File: config.mk
export PLATFORM = sky130hd
export DESIGN_NAME = irq_entry_unit
export DESIGN_NICKNAME = d
export VERILOG_FILES = /design/src/rtl/irq_pkg.sv /design/src/rtl/ctx_stack.sv /design/src/rtl/irq_entry_unit.sv
export SDC_FILE = /design/constraint.sdc
export NUM_CORES = 1
export LEC_CHECK = 0
export CELL_PAD_IN_SITES_DETAIL_PLACEMENT = 0
export CELL_PAD_IN_SITES_GLOBAL_PLACEMENT = 1
export CORE_ASPECT_RATIO = 1.1
export CORE_MARGIN = 1
export CORE_UTILIZATION = 35
export DETAILED_ROUTE_END_ITERATION = 6
export DONT_BUFFER_PORTS = 1
export PLACE_DENSITY_LB_ADDON = 0.25
export SYNTH_ARGS = -nofsm -noshare
export SYNTH_HDL_FRONTEND = slang
export SYNTH_SLANG_ARGS = --single-unit
File: constraint.sdc
create_clock -name clk -period 4.15 [get_ports clk]
set_input_delay 0.83 -clock clk [delete_from_list [all_inputs] [get_ports clk]]
set_output_delay 0.83 -clock clk [all_outputs]
set_load 0.01 [all_outputs]
File: src/rtl/irq_pkg.sv
// Shared types for the interrupt entry/return unit.
package irq_pkg;

  // Condition-code width.
  localparam int unsigned CC_W = 4;

  // Default core address width; the top rebuilds the context type at its own AW.
  localparam int unsigned CTX_AW = 32;

  typedef enum logic [1:0] {
    IDLE   = 2'd0,
    FLUSH  = 2'd1,
    VECTOR = 2'd2,
    RETURN = 2'd3
  } state_t;

  // Saved return context.
  typedef struct packed {
    logic [CTX_AW-1:0] pc;
    logic [CC_W-1:0]   ccodes;
  } ctx_t;

endpackage

File: src/rtl/ctx_stack.sv
// Hardware LIFO of return contexts. Only the pointer is reset; entries are not
// cleared on pop, the pointer simply moves back over them.
module ctx_stack
  import irq_pkg::*;
#(
  parameter int unsigned DEPTH    = 4,
  parameter type         ctx_el_t = ctx_t
) (
  input  logic                       clk,
  input  logic                       rst,
  input  logic                       push,
  input  logic                       pop,
  input  ctx_el_t                    din,
  output ctx_el_t                    dout,
  output logic [$clog2(DEPTH+1)-1:0] depth,
  output logic                       full,
  output logic                       empty
);

  localparam int unsigned DW = $clog2(DEPTH + 1);
  localparam int unsigned IW = (DEPTH > 1) ? $clog2(DEPTH) : 1;

  ctx_el_t       mem_q [DEPTH];
  logic [DW-1:0] ptr_q, ptr_d;
  logic [IW-1:0] wr_idx, rd_idx;
  logic          do_push, do_pop;

  assign full    = (ptr_q == DW'(DEPTH));
  assign empty   = (ptr_q == '0);
  assign depth   = ptr_q;
  assign do_push = push && !full;
  assign do_pop  = pop && !empty && !push;
  assign wr_idx  = IW'(ptr_q);
  // Top of stack; value is meaningless while empty.
  assign rd_idx  = IW'(ptr_q - 1'b1);
  assign dout    = mem_q[rd_idx];

  // Pointer next state: push wins if a caller ever asserts both.
  always_comb begin
    ptr_d = ptr_q;
    if (do_push) begin
      ptr_d = ptr_q + 1'b1;
    end else if (do_pop) begin
      ptr_d = ptr_q - 1'b1;
    end
  end

  // Stack pointer register.
  always_ff @(posedge clk) begin
    if (rst) begin
      ptr_q <= '0;
    end else begin
      ptr_q <= ptr_d;
    end
  end

  // Entry storage, written on push only.
  always_ff @(posedge clk) begin
    if (do_push) begin
      mem_q[wr_idx] <= din;
    end
  end

endmodule

File: src/rtl/irq_entry_unit.sv
// CPU-side interrupt entry/return sequencer: takes the VIC redirect, flushes,
// saves {PC, CCodes} on a LIFO, steers to the vector and acks; reti restores.
module irq_entry_unit
  import irq_pkg::*;
#(
  parameter int unsigned DEPTH = 4,
  parameter int unsigned AW    = 32
) (
  input  logic                       clk,
  input  logic                       rst,
  input  logic                       i_irq_req,
  input  logic [AW-1:0]              i_irq_vec,
  output logic                       o_irq_ack,
  input  logic [AW-1:0]              i_PC,
  input  logic [CC_W-1:0]            i_CCodes,
  input  logic                       i_PC_stall,
  input  logic                       i_reti,
  output logic                       o_PC_ctrl,
  output logic [AW-1:0]              o_PC_next,
  output logic [CC_W-1:0]            o_CCodes,
  output logic                       o_CCodes_we,
  output logic                       o_Flush,
  output logic                       o_in_isr,
  output logic [$clog2(DEPTH+1)-1:0] o_depth,
  output logic                       o_err
);

  typedef struct packed {
    logic [AW-1:0]   pc;
    logic [CC_W-1:0] ccodes;
  } ctx_aw_t;

  state_t        state_q, state_d;
  logic [AW-1:0] vec_q, vec_d;
  ctx_aw_t       ret_q, ret_d;
  logic          err_q, err_d;

  logic    push, pop, full, empty;
  ctx_aw_t push_ctx, top_ctx;

  assign push_ctx = '{pc: i_PC, ccodes: i_CCodes};

  ctx_stack #(
    .DEPTH    (DEPTH),
    .ctx_el_t (ctx_aw_t)
  ) u_ctx_stack (
    .clk   (clk),
    .rst   (rst),
    .push  (push),
    .pop   (pop),
    .din   (push_ctx),
    .dout  (top_ctx),
    .depth (o_depth),
    .full  (full),
    .empty (empty)
  );

  // Next-state: reti beats a request in IDLE; FLUSH ignores reti since it is flushed.
  always_comb begin
    state_d = state_q;
    vec_d   = vec_q;
    ret_d   = ret_q;
    err_d   = err_q;
    push    = 1'b0;
    pop     = 1'b0;
    unique case (state_q)
      IDLE: begin
        if (i_reti) begin
          if (!empty) begin
            pop     = 1'b1;
            ret_d   = top_ctx;
            state_d = RETURN;
          end else begin
            err_d = 1'b1;
          end
        end else if (i_irq_req && !i_PC_stall && !full) begin
          push    = 1'b1;
          vec_d   = i_irq_vec;
          state_d = FLUSH;
        end
      end
      FLUSH: begin
        state_d = VECTOR;
      end
      VECTOR: begin
        if (!i_PC_stall) state_d = IDLE;
      end
      RETURN: begin
        if (!i_PC_stall) state_d = IDLE;
      end
      default: begin
        state_d = IDLE;
      end
    endcase
  end

  // State and latched context registers.
  always_ff @(posedge clk) begin
    if (rst) begin
      state_q <= IDLE;
      vec_q   <= '0;
      ret_q   <= '0;
      err_q   <= 1'b0;
    end else begin
      state_q <= state_d;
      vec_q   <= vec_d;
      ret_q   <= ret_d;
      err_q   <= err_d;
    end
  end

  // Output decode from state; only ack/CCodes_we look at the live stall.
  always_comb begin
    o_irq_ack   = 1'b0;
    o_PC_ctrl   = 1'b0;
    o_PC_next   = '0;
    o_CCodes    = '0;
    o_CCodes_we = 1'b0;
    o_Flush     = 1'b0;
    unique case (state_q)
      FLUSH: begin
        o_Flush = 1'b1;
      end
      VECTOR: begin
        o_PC_ctrl = 1'b1;
        o_PC_next = vec_q;
        o_irq_ack = !i_PC_stall;
      end
      RETURN: begin
        o_PC_ctrl   = 1'b1;
        o_PC_next   = ret_q.pc;
        o_CCodes    = ret_q.ccodes;
        o_Flush     = 1'b1;
        o_CCodes_we = !i_PC_stall;
      end
      default: ;
    endcase
  end

  assign o_in_isr = !empty;
  assign o_err    = err_q;

endmodule

======== Word-level counts from Yosys, hierarchy flattened ========
Memory sizes are Yosys's and may differ from the RTL's. A register that Yosys moved wholly into a read port is not among the register bits.
Index checks and enable logic that the tools add are counted.
storage, ports and cells
  input port bits ......................... 73
  output and inout port bits .............. 45
  memories kept ........................... 1
  flip-flop bits (word level) ............. 38
  bits in writable memories ............... 144
cells by class
  equal/unequal tests ..................... 7
  add/subtract/negate cells ............... 2
  mux-type cells .......................... 21
  reduce and logical (&&, ||, !) cells .... 18
  bitwise gates (word level) .............. 2
memories
  name               words  width  read ports  clocked after memory_dff  write ports  RTL line         text
  u_ctx_stack.mem_q  4      36     1           1                         1            ctx_stack.sv:23  ctx_el_t mem_q [DEPTH];
operator list
  cell                 number
  $pmux 32 s2          1
  $mux 1               12
  $reduce_and 3->1     4
  $mux 2               4
  $mux 3               2
  $ne 3x3->1 const B   2
  $pmux 2 s3           1
  $logic_and 1x1->1    5
  $eq 2x2->1 const B   2
  $logic_not 1->1      4
  $mux 4               1
  $reduce_or 2->1      2
  $add 3x1->3 const B  1
  $eq 3x3->1 const B   1
  $logic_not 3->1      1
  $sub 3x1->3 const B  1
  $eq 2x1->1 const B   1
  $logic_not 2->1      1
  $ne 2x2->1 const B   1
  $not 1->1            2
  $reduce_bool 2->1    1

======== Depth between registers and ports, before layout ========
  depth after elaboration ................. 10
  gate-level depth with buffers ........... 10
  gate-level depth less buffers ........... 6

======== Hierarchy ========
A second synthesis with hierarchy kept.
unflattened totals
  cell total of the unflattened synthesis .. 635
  area, all modules ....................... 8906.0 µm²
by module, submodules not included
  module          cells each  area each (µm²)  times used
  ctx_stack       230         5521.5           1
  irq_entry_unit  405         3384.5           1

======== Worst setup path before layout ========
No wires, ideal clock.
  kind .................................... register to register
  from .................................... reg u_ctx_stack.ptr_q[0] (netlist: u_ctx_stack.depth[0])
  to ...................................... reg u_ctx_stack.ptr_q[2] (netlist: u_ctx_stack.depth[2])
  path buffers ............................ 2
  library setup time ...................... 0.123 ns
  arrival time ............................ 2.868 ns
  cell stages (with the launch flop) ...... 9
  required time ........................... 4.027 ns
  clock period less this slack ............ 2.991 ns
  path slack .............................. 1.159 ns
  cells stage by stage .................... dfxtp_1 -> buf_6 -> buf_6 -> inv_1 -> ha_1 -> a211oi_4 -> and3_1 -> a21oi_1 -> mux2_1
on the way
  longest elaborated chain between the ends .. 9
ends and longest elaborated chain
  element                      RTL line                               text
  start, declared              ctx_stack.sv:24                        logic [DW-1:0] ptr_q, ptr_d;
  start signal, assigned       ctx_stack.sv:53                        ptr_q <= ptr_d;
  $eq 3x3->1                   ctx_stack.sv:28                        assign full = (ptr_q == DW'(DEPTH));
  $logic_not 1->1              ctx_stack.sv:31, irq_entry_unit.sv:76
  $logic_and 1x1->1            irq_entry_unit.sv:76                   end else if (i_irq_req && !i_PC_stall && !full) begin
  $mux 1                       irq_entry_unit.sv:76
  $mux 1                       irq_entry_unit.sv:68                   if (i_reti) begin
  $mux 1                       irq_entry_unit.sv:66                   unique case (state_q)
  $logic_not 1->1              ctx_stack.sv:32                        assign do_pop = pop && !empty && !push;
  $logic_and 1x1->1            ctx_stack.sv:32
  $reduce_bool 2->1 (no line)  n/a
Several ways; a longest one is shown, not always the timed one. The select of a mux whose other input is x is not followed.
A chain may end at the register's enable or synchronous reset.

======== Worst setup path after layout ========
  from .................................... reg state_q[0]
  to ...................................... out o_PC_next[4]
on the way
  longest elaborated chain between the ends .. 2
ends and longest elaborated chain
  element                 RTL line               text
  start, declared         irq_entry_unit.sv:33   state_t state_q, state_d;
  start signal, assigned  irq_entry_unit.sv:105  state_q <= state_d;
  $eq 2x2->1              irq_entry_unit.sv:120  unique case (state_q)
  $pmux 32 s2 *           irq_entry_unit.sv:120
  end, declared           irq_entry_unit.sv:19   output logic [AW-1:0] o_PC_next,
Every way passes the cells marked *; elsewhere a longest branch is shown, timed or not.

==> run_results.csv <==
group,metric,value,unit
synthesis,synthDistinctLibCells,35,
synthesis,synth_area,8490,um2
power_and_ir_drop,p_leak,2.94,nW
clock_tree,cts_setup_buffers,0,
floorplan,die_h,165,um
worst_setup_path,worst_r2r_startpoint,"u_ctx_stack.depth[0]",
layout,nets,600,
sta,slew_viol_final,0,
placement,gp_congestion,0.727,
grt,grt_pass1_wl,26700,um
sta,setup-tns-final,0,ns
route,ant_nets,0,
layout,fin_util,0.397,
sta,hold_violations,0,
clock_tree,cts.sinks,218,
clock_tree,cts_max_level,1,
route,routed_wl,17800,um
hold_path,min_from,"rst",
route,drt-initial-drc-count,177,
grt,grt_start_max_net_pins,44,
power_and_ir_drop,pwr_density_cell,671,nW/um2
grt,grt_overflow,0,
sta,setup_viol,0,
run_status,outcome,"finished, final reports clean",
worst_setup_path,cp-end-kind,"output pin",
floorplan,boundaryPins,118,
sta,rsz0062_at_grt,"false",
worst_setup_path,start_kind,"flip-flop",
sta,fin_crit,2.71,ns
sta,setup_ws,1.44,ns
route,drt-vias-per-instance,5.11,
floorplan,placementRows,59,
run,drv_cap,0,
route,vias,4306,
placement,place_ws,1.38,ns
placement,portBuffers,0,
clock_tree,cts_tree,"yes",
layout,fin_cells,843,
synthesis,yosysWarnings,0,
grt,antenna_found_initial,0,
route,wire_per_inst,21.1,um
sta,slew-limit-headroom,0.292,
layout,drive_gt1_frac,0.154,
worst_setup_path,arrival,1.88,ns
layout,area_delta_synth_final,10.8,%
sta,fin_worst_skew,0.0147,ns
hold_path,hold_class,"input pin to flip-flop",
synthesis,synth_area_per_cell,16.0,um2
synthesis,synth_top_area_cell,"edfxtp_1",
floorplan,dieWidth,150,um
grt,grt_pass1_vias,4524,
sta,tightest_slew,1.06,ns
worst_setup_path,worstSetupPathType,"flip-flop to output pin",
clock_tree,hold_buffers,0,
synthesis,yosysSeqAreaShare,0.684,
placement,place_inst,802,
clock_tree,insertion_delay,0.49,ns
worst_setup_path,critPathLaunch,"state_q[0]",
synthesis,synth_cells,531,
clock_tree,path_clk_slew,0.06,ns
route,drc,0,
synthesis,synth_top_area_share,0.510,
route,drtPass1Iterations,4,
floorplan,dieArea,24900,um2
worst_setup_path,worst_ep_required_time,3.32,ns
synthesis,synth_nets,609,
layout,diodes,0,
power_and_ir_drop,ir_worst_vdd,322,uV
clock_tree,cts_root_buf,"clkbuf_16",
sta,post-route-period-util,0.654,
floorplan,core,23700,um2
synthesis,yosys-top-cells-area,"edfxtp_1 (51%), dfxtp_1 (17%), mux4_2 (8.2%), mux2i_1 (3.9%), a22o_1 (3.7%)",
floorplan,floorplan.initialDensity,0.358,
sta,max_freq,0.368,GHz
synthesis,ys_seq_elements,218,
worst_setup_path,crit_fanout,42,
clock_tree,cts_resized,0,
clock_tree,clockBufferDepth,3,
clock_tree,cts_buffers,23,
grt,grt_usage,0.146,
placement,dp.final_hpwl,10600,um
area by class of cell:
| class | instances | area (um2) |
|---|---|---|
| clock buffers | 33 | 643 |
| clock inverters | 8 | 120 |
| fillers | 2162 | 14300 |
| inverters | 4 | 15.0 |
| multi-input cells | 273 | 2410 |
| flip-flops and latches | 218 | 5810 |
| well taps | 305 | 382 |
| repair buffers | 2 | 15.0 |
cells in the mapped netlist (all sizes together):
| library cell | number |
|---|---|
| a211oi | 1 |
| a221oi | 1 |
| nor2 | 6 |
| ha | 5 |
| edfxtp | 144 |
| buf | 19 |
| inv | 4 |
| xnor2 | 1 |
| nor2b | 33 |
| dfxtp | 74 |
| and2 | 1 |
| a22o | 36 |
| a32oi | 1 |
| and3 | 10 |
| clkbuf | 17 |
| a31oi | 1 |
| mux2i | 33 |
| o211ai | 1 |
| mux2 | 1 |
| mux4 | 36 |
| nand3 | 2 |
| nand2b | 1 |
| nand2 | 66 |
| a21oi | 35 |
| nor3b | 2 |
state kept, by name, indices dropped and copies added, names as in the netlist:
signal             count
u_ctx_stack.mem_q    144
u_ctx_stack.depth      3
o_err                  1
ret_q                 36
state_q                2
vec_q                 32
layer usage:
layer,track usage,wire length [um]
met1,0.171,7040
met2,0.256,9130
met3,0.0475,1400
met4,0.0381,250
met5,0,0
stage by stage:
| stage | hold WS [ns] | cell area, um2 | total power, mW |
|---|---|---|---|
| floorplan | 0.436 | 8490 | 4.07 |
| global placement | 0.437 | 8640 | 4.33 |
| detailed placement | 0.439 | 8640 | 4.36 |
| CTS | 0.367 | 9400 | 6.42 |
| global route | 0.373 | 9400 | 6.62 |
| finish | 0.400 | 9400 | 6.31 |
cells by family after synthesis:
group / Yosys count / synth area share
fa+ha+maj: 5 / 0.00737
mux: 70 / 0.138
xor+xnor: 1 / 0.00103
compound gates: 76 / 0.0638
flops: 218 / 0.684
buf+inv: 40 / 0.0332
simple gates: 121 / 0.0725
layout by cell type (no fill, tap or decap), types with 4 or more instances in the layout:
| cell type | count |
|---|---|
| mux4_1 | 5 |
| dfxtp_1 | 71 |
| inv_1 | 4 |
| clkbuf_1 | 7 |
| a22o_1 | 36 |
| mux4_2 | 31 |
| ha_1 | 4 |
| mux2i_1 | 33 |
| clkbuf_16 | 23 |
| and3_1 | 5 |
| a21oi_1 | 35 |
| edfxtp_1 | 144 |
| nor2b_1 | 33 |
| nand2_1 | 65 |
| and3_2 | 4 |
power by group:
part	switching [mW]	leakage, nW	total [mW]	internal, mW
clock network	0.789	0.369	2.05	1.26
logic	0.700	0.665	1.41	0.707
registers	0.286	1.90	2.85	2.57
total	1.77	2.94	6.31	4.54
final timing paths:
| check | endpoint | cells after the start | slack [ns] |
|---|---|---|---|
| max | o_PC_next[4] | 2 | 1.44 |
| min | state_q[0] | 1 | 0.40 |
| max reg2reg | u_ctx_stack.mem_q[3][34] | 5 | 1.46 |
| min reg2reg | vec_q[10] | 2 | 0.45 |
critical path, cell delays in order, from the launching register on:
cell and delay (ns):
dfxtp_4 0.86, mux2i_1 0.21, nor2b_1 0.31
Note: power is estimated with default switching activity, not from simulation.
